--- src/rtl/ibex_lsu_pipelined.sv ---
// Pipelined load/store unit. Keeps up to NumOutstanding data-bus transactions
// in flight and tracks each one in an in-order FIFO, so the next request can be
// granted before older responses return. Misaligned and PMP-faulting requests
// never reach the bus; they answer from the FIFO head one cycle after
// acceptance, in order.
//
// Handshake: lsu_req_i and its attributes hold until lsu_gnt_o; a transfer
// happens in any cycle where lsu_gnt_o=1. On the bus side, data_req_o and its
// attributes are presented combinationally and the transfer happens on
// data_req_o & data_gnt_i. data_rvalid_i carries one response per granted bus
// request, in order. lsu_resp_valid_o is a one-cycle pulse with no back-pressure.
module ibex_lsu_pipelined #(
    parameter int unsigned NumOutstanding = 2,
    parameter int unsigned CntW           = $clog2(NumOutstanding + 1)
) (
    input  logic            clk_i,
    input  logic            rst_ni,
    input  logic            lsu_req_i,
    output logic            lsu_gnt_o,
    input  logic            lsu_we_i,
    input  logic [1:0]      lsu_type_i,
    input  logic            lsu_sign_ext_i,
    input  logic [31:0]     lsu_addr_i,
    input  logic [31:0]     lsu_wdata_i,
    input  logic            lsu_pmp_err_i,
    output logic            data_req_o,
    input  logic            data_gnt_i,
    input  logic            data_rvalid_i,
    input  logic            data_err_i,
    output logic [31:0]     data_addr_o,
    output logic            data_we_o,
    output logic [3:0]      data_be_o,
    output logic [31:0]     data_wdata_o,
    input  logic [31:0]     data_rdata_i,
    output logic            lsu_resp_valid_o,
    output logic            lsu_resp_we_o,
    output logic [31:0]     lsu_rdata_o,
    output logic [31:0]     lsu_resp_addr_o,
    output logic            lsu_load_err_o,
    output logic            lsu_store_err_o,
    output logic            lsu_misaligned_o,
    output logic [CntW-1:0] outstanding_o,
    output logic            busy_o
);

    localparam int unsigned     PtrW    = (NumOutstanding > 1) ? $clog2(NumOutstanding) : 1;
    localparam logic [PtrW-1:0] LastPtr = PtrW'(NumOutstanding - 1);
    localparam logic [CntW-1:0] FullCnt = CntW'(NumOutstanding);

    // One tracking entry per accepted request.
    typedef struct packed {
        logic        we;
        logic [1:0]  ltype;
        logic        sign_ext;
        logic [31:0] addr;
        logic        is_local;    // answered without a bus response
        logic        misaligned;
        logic        pmp_err;
    } entry_t;

    entry_t          fifo_q [NumOutstanding];
    logic [PtrW-1:0] wptr_q, wptr_d;
    logic [PtrW-1:0] rptr_q, rptr_d;
    logic [CntW-1:0] count_q, count_d;

    logic   misaligned, local_err, empty, full, local_acc;
    logic   push, pop, resp, bus_err, any_err;
    entry_t head, new_entry;
    logic [31:0] shifted, extracted;

    // Request classification and acceptance.
    assign misaligned = ((lsu_type_i == 2'b00) & (lsu_addr_i[1:0] != 2'b00)) |
                        ((lsu_type_i == 2'b01) & (lsu_addr_i[1:0] == 2'b11));
    assign local_err  = misaligned | lsu_pmp_err_i;
    assign empty      = (count_q == '0);
    assign full       = (count_q == FullCnt);

    // A local error is only taken with nothing in flight, so its response can
    // never collide with a bus rvalid at the head.
    assign data_req_o = lsu_req_i & ~full & ~local_err;
    assign local_acc  = lsu_req_i & local_err & empty;
    assign lsu_gnt_o  = (data_req_o & data_gnt_i) | local_acc;
    assign push       = lsu_gnt_o;

    assign data_addr_o = {lsu_addr_i[31:2], 2'b00};
    assign data_we_o   = lsu_we_i;

    // Byte enables and write-data lane rotation from the low address bits.
    always_comb begin
        data_be_o    = 4'b1111;
        data_wdata_o = lsu_wdata_i;
        unique case (lsu_type_i)
            2'b00:   data_be_o = 4'b1111;
            2'b01:   data_be_o = 4'b0011 << lsu_addr_i[1:0];
            default: data_be_o = 4'b0001 << lsu_addr_i[1:0];
        endcase
        unique case (lsu_addr_i[1:0])
            2'b00:   data_wdata_o = lsu_wdata_i;
            2'b01:   data_wdata_o = {lsu_wdata_i[23:0], lsu_wdata_i[31:24]};
            2'b10:   data_wdata_o = {lsu_wdata_i[15:0], lsu_wdata_i[31:16]};
            default: data_wdata_o = {lsu_wdata_i[7:0],  lsu_wdata_i[31:8]};
        endcase
    end

    assign new_entry = '{we:         lsu_we_i,
                         ltype:      lsu_type_i,
                         sign_ext:   lsu_sign_ext_i,
                         addr:       lsu_addr_i,
                         is_local:   local_err,
                         misaligned: misaligned,
                         pmp_err:    lsu_pmp_err_i};

    // Head response: bus entries answer on rvalid, local entries answer at once.
    assign head    = fifo_q[rptr_q];
    assign resp    = ~empty & (data_rvalid_i | head.is_local);
    assign pop     = resp;
    assign bus_err = data_rvalid_i & data_err_i & ~head.is_local;
    assign any_err = bus_err | head.pmp_err | head.misaligned;

    // Load data extraction using the head's offset, size and sign mode.
    always_comb begin
        shifted   = data_rdata_i >> {head.addr[1:0], 3'b000};
        extracted = data_rdata_i;
        unique case (head.ltype)
            2'b00:   extracted = data_rdata_i;
            2'b01:   extracted = {{16{head.sign_ext & shifted[15]}}, shifted[15:0]};
            default: extracted = {{24{head.sign_ext & shifted[7]}},  shifted[7:0]};
        endcase
    end

    assign lsu_resp_valid_o = resp;
    assign lsu_resp_we_o    = resp & head.we;
    assign lsu_resp_addr_o  = resp ? head.addr : 32'h0;
    assign lsu_rdata_o      = (resp & ~head.we & ~any_err) ? extracted : 32'h0;
    assign lsu_load_err_o   = resp & ~head.we & (bus_err | head.pmp_err);
    assign lsu_store_err_o  = resp & head.we & (bus_err | head.pmp_err);
    assign lsu_misaligned_o = resp & head.misaligned;
    assign outstanding_o    = count_q;
    assign busy_o           = ~empty;

    // Next-state pointers and occupancy; pointers wrap at NumOutstanding.
    always_comb begin
        wptr_d  = wptr_q;
        rptr_d  = rptr_q;
        count_d = count_q;
        if (push) wptr_d = (wptr_q == LastPtr) ? '0 : wptr_q + 1'b1;
        if (pop)  rptr_d = (rptr_q == LastPtr) ? '0 : rptr_q + 1'b1;
        unique case ({push, pop})
            2'b10:   count_d = count_q + 1'b1;
            2'b01:   count_d = count_q - 1'b1;
            default: count_d = count_q;
        endcase
    end

    // Pointer and occupancy registers; reset discards all in-flight entries.
    always_ff @(posedge clk_i or negedge rst_ni) begin
        if (!rst_ni) begin
            wptr_q  <= '0;
            rptr_q  <= '0;
            count_q <= '0;
        end else begin
            wptr_q  <= wptr_d;
            rptr_q  <= rptr_d;
            count_q <= count_d;
        end
    end

    // Tracking storage, written at the tail on every accepted request.
    always_ff @(posedge clk_i or negedge rst_ni) begin
        if (!rst_ni) begin
            for (int i = 0; i < NumOutstanding; i++) fifo_q[i] <= '0;
        end else if (push) begin
            fifo_q[wptr_q] <= new_entry;
        end
    end

endmodule

--- config.mk ---
export PLATFORM = sky130hd
export DESIGN_NAME = ibex_lsu_pipelined
export DESIGN_NICKNAME = d
export VERILOG_FILES = /design/src/rtl/ibex_lsu_pipelined.sv
export SDC_FILE = /design/constraint.sdc
export NUM_CORES = 1
export LEC_CHECK = 0
export ABC_AREA = 0
export BUFFER_PORTS_ARGS = -buffer_cell sky130_fd_sc_hd__buf_2
export CAP_MARGIN = 0
export CORE_ASPECT_RATIO = 1.75
export CORE_MARGIN = 4
export CORE_UTILIZATION = 36
export CTS_CLUSTER_DIAMETER = 150
export DETAILED_ROUTE_END_ITERATION = 6
export GPL_TIMING_DRIVEN = 0
export PLACE_DENSITY = 0.6
export SYNTH_ARGS = -nofsm -noshare
export SYNTH_HDL_FRONTEND = slang
export SYNTH_SLANG_ARGS = --single-unit
--- constraint.sdc ---
create_clock -name clk_i -period 7.3 [get_ports clk_i]
set_input_delay 1.46 -clock clk_i [delete_from_list [all_inputs] [get_ports clk_i]]
set_output_delay 1.46 -clock clk_i [all_outputs]
set_load 0.02 [all_outputs]
Word-level counts from Yosys, hierarchy flattened --
Cells that the tools add are included. W data, S select, Z words.
Storage, ports and cells: bits of input ports 107, output and inout port bits 143, register bits after elaboration 82, logic and storage cells 88
Cells by class: reductions and logical operators 7, order comparisons 3, multiplexer cells 14, add/subtract/negate cells 4, equal/unequal tests 8, shift operators 3, bitwise gates (word level) 32
Operators by type and width (number):
- $mux W39 | 4
- $pmux W32 S3 | 1
- $bwmux W78 | 1
- $mux W32 | 2
- $pmux W32 S2 | 1
- $demux W39 S1 | 1
- $shr A32 B5 Y16 | 1
- $and A1 B1 Y1 | 18
- $eq A2 B1 Y1 const B | 4
- $eq A2 B2 Y1 const B | 4
- $logic_not A2 Y1 | 4
- $pmux W4 S2 | 1
- $not A1 Y1 | 6
- $or A1 B1 Y1 | 6
- $ge A2 B2 Y1 const B | 2
- $not A1 Y2 | 2
- $pmux W2 S2 | 1
- $reduce_bool A2 Y1 | 2
- $shl A1 B2 Y4 const A | 1
- $shl A2 B2 Y4 const A | 1
- $add A1 B1 Y1 const B | 2
- $add A2 B1 Y2 const B | 1
- $lt A2 B1 Y1 const B | 1
- $mux W1 | 2
- other kinds (2) | 2

Longest topological paths before layout --
word-level depth 11, mapped depth 9, depth with buffers taken out 9

Least setup slack after synthesis --
Ideal clock, no wire load.
path type in2out, from input lsu_addr_i[0], to output data_be_o[3], stages on the path 5, path slack 2854 ps, data arrival time 2986 ps, cells stage by stage buf_2 > clkbuf_1 > clkbuf_1 > nand2_1 > a22oi_1
Between the ends: word-level cells in the longest chain between the ends 2, elaborated cells between the ends (all ways) 3, classes of those cells 2 x shift; 1 x mux
RTL lines:
- from (decl) | RTL line 23 | input logic [31:0] lsu_addr_i,
- $shl A2 B2 Y4 or $shl A1 B2 Y4 (tied branches) | RTL line 94, 95
- $pmux W4 S2 (*) | RTL line 92 | unique case (lsu_type_i)
- to (decl) | RTL line 32 | output logic [3:0] data_be_o,
Every way passes the cells marked *; elsewhere a longest branch is shown, timed or not.

Worst setup path after layout --
from input lsu_addr_i[0], to output data_wdata_o[10]
Between the ends: word-level cells in the longest chain between the ends 2, elaborated cells between the ends (all ways) 4, classes of those cells 2 x eq/ne; 1 x mux; 1 x reduce/logical
RTL lines:
- $eq A2 B2 Y1, or another cell as far along | RTL line 97 | unique case (lsu_addr_i[1:0])
- $pmux W32 S3 (*) | RTL line 97
- to (decl) | RTL line 33 | output logic [31:0] data_wdata_o,
Marks and branches as above.

==> metrics.txt <==
run status=finished, final reports clean; CTS resizes=0; Chip Width=104 um; I/O Buffers=247; startpoint types=input pin; Synth Warn #=0; flop2flop setup slack=slightly above 5 ns; CP endpoint=data_wdata_o[10]; Max Clock Freq=0.199 GHz; Post-CTS Setup Bufs=0; clk root buf=clkbuf_16; routed vias/inst=around 5.3; clock skew=0.00657 ns; Synth Flop Type=dfrtp_1; Initial Util=between 30% and 40%; CTS clk-pin slew, worst paths=0.07 ns; asr flop ratio synth=100%; placed cell count=978; CTS tree=done; worst-case reg-to-reg path depth=7; CP max stage delay=roughly 0.57 ns; fin. max-slew vios=0; Hold Path Class=reg2reg; Synth Area in Adders=0.215%; per-cell routed wire length=18.5 um; Rel. slew slack=39.4%; remaining global-route overflow=0; area grow syn2layout=31.1%; CP Cell Sequence=buf_2, buf_2, clkbuf_1, clkbuf_1, mux4_2, buf_2; Post-synth EDFFs=0; DP HPWL=14,800 um; Final setup violation count=0; Seq cells post-synth=82; MaxCap Viol Count=0; WL final=18,400 um; Final Wtd Congestion=just under 0.9; leakage power=approximately 3.8 nW; die span in y=176 um; Antenna Nets Post-Route=0; post-place instance area=0.00732 mm^2; DR pass1 iterations=4; Final Non-Filler Cells=995; Cell Area, Synth=0.00582 mm^2; RSZ-0062 raised after global routing=false; CP most frequent cell=buf_2; # DRC=0; share of cells above drive strength 1=54.0%; Mapped Cells=between 500 and 600; syn_area_per_cell=10.8 um^2; first-pass GRT wire length=roughly 29,000 um; antenna violations before repair=1; final worst slack=2.27 ns; XOR/XNOR Fraction of Synth Area=0.602%; CP Max Fanout=10; final total power=between 3 and 4 mW; core area=0.0159 mm^2; clk_lat worst skew=about 0.33 ns; filler instances=1,571; largest net degree at the start of global routing=47; sequential share of the synthesized area=35.3%; Max Buffers Root-to-Sink=2; NumNets Final=908; Top Ports=250; Total GRT Usage=a little under 20%; Num CTS Buffers=9; vias in the first global route=5,465; via count of the routed design=5,280; simple-gate portion of the synthesized area=8.84%; design area=0.00762 mm^2; htree depth=3; main combinational cell family by area after synthesis=multiplexers; DRT iter0 DRCs=214; Arr. time, crit path=3.57 ns; Site Rows=61; Post-CTS Hold Fix Bufs=0; Sink Count=82; Final Cycle Share=~69%; setup TNS=0 ns; WS Path Type=in2out; compound-cell area share of the yosys netlist=10.2%; Worst VDD drop=between 0.15 and 0.2 mV; multiplexer share of the synthesized area=between 30% and 40%; crit path from=lsu_addr_i[0]; Setup WS pre-CTS=2.20 ns; Worst-Margin Slew=0.884 ns; Worst Setup End Kind=output pin; Power per Cell Area=approximately 450 mW/mm^2; WP data required=5.84 ns; Crit-path slowest cell=clkbuf_1; final hold violation count=0; full die area=0.0183 mm^2; Reg-to-Reg End=outstanding_o[1]; Yosys cell types=51; FF-to-FF Start=rptr_q; Final min period=5.03 ns
==> worst min path at each step <==
| stage | cells past startpoint | to | slack [ns] | start |
|---|---|---|---|---|
| after floorplan | 1 | fifo_q[53] | 0.46 | fifo_q[53] |
| after global placement | 1 | fifo_q[57] | 0.47 | fifo_q[57] |
| after detailed placement | 1 | fifo_q[59] | 0.47 | fifo_q[59] |
| after CTS | 1 | fifo_q[59] | 0.49 | fifo_q[59] |
| after global routing | 1 | fifo_q[28] | 0.51 | fifo_q[28] |
| final | 1 | fifo_q[57] | 0.48 | fifo_q[57] |
==> per-stage QoR <==
step	util [%]	hold slack (ns)
6_report	48.0	0.484
5_1_grt	48.0	0.507
3_5_place_dp	46.1	0.474
3_3_place_gp	45.9	0.466
4_1_cts	48.0	0.489
2_1_floorplan	-	0.457
==> placed cells by master (no fill, tap or decap), drive strengths merged, types with 6 or more instances in the layout <==
cell type / instances
mux4: 32
a21oi: 27
dfrtp: 82
clkbuf: 20
mux2: 82
buf: 311
a22oi: 6
mux2i: 41
inv: 20
nor2: 60
nor3: 8
nand2: 35
o21ai: 14
==> flip-flops by register name, summed over array words and instances (netlist names) <==
signal         count
rptr_q             1
outstanding_o      2
wptr_q             1
fifo_q            78
==> per-layer routing <==
| metal | track usage, % | share of wire, % | routed length [um] |
|---|---|---|---|
| met1 | 21.1 | 37 | 6800 |
| met2 | 38.7 | 55 | 10200 |
| met3 | 3.51 | 5.2 | 950 |
| met4 | 7.27 | 2.6 | 480 |
| met5 | 0 | 0 | 0 |
==> layout make-up <==
class	count	area (um^2)	area share, %
clock buffer	11	253	3.32
timing repair buffer	248	1270	16.6
buffer	72	477	6.25
sequential	82	2050	26.9
inverter	18	67.6	0.886
tap	189	236	3.10
multi-input combinational	369	3220	42.3
clock inverter	5	45.0	0.591
antenna	1	2.50	0.0328
==> worst max-delay path: cells and delay by family <==
kind	cells	cell delay, ns
multiplexers	1	0.41
buffers and inverters	5	1.68
==> kinds of logic after synthesis <==
logic type / after synthesis
mux: 155
simple gates: 121
buf+inv: 90
compound gates: 86
flops: 82
xor+xnor: 4
fa+ha+maj: 1
other cells: 1
==> synth_stat cells (7+ instances only) <==
master / number / area (um^2)
dfrtp_1: 82 / 2050
mux2_2: 69 / 777
nor2_1: 60 / 225
mux2i_1: 41 / 410
buf_4: 36 / 270
nand2_1: 35 / 131
mux4_2: 32 / 721
a21oi_1: 27 / 135
buf_2: 21 / 105
inv_1: 18 / 67.6
mux2_1: 12 / 135
o21ai_0: 12 / 60.1
clkbuf_1: 9 / 33.8
nor3_1: 7 / 35.0
==> report_power, final <==
part           switching, mW  internal, mW
clock network          0.188         0.254
registers              0.127         0.685
logic                   1.29         0.859
(Power assumes the default switching activity.)
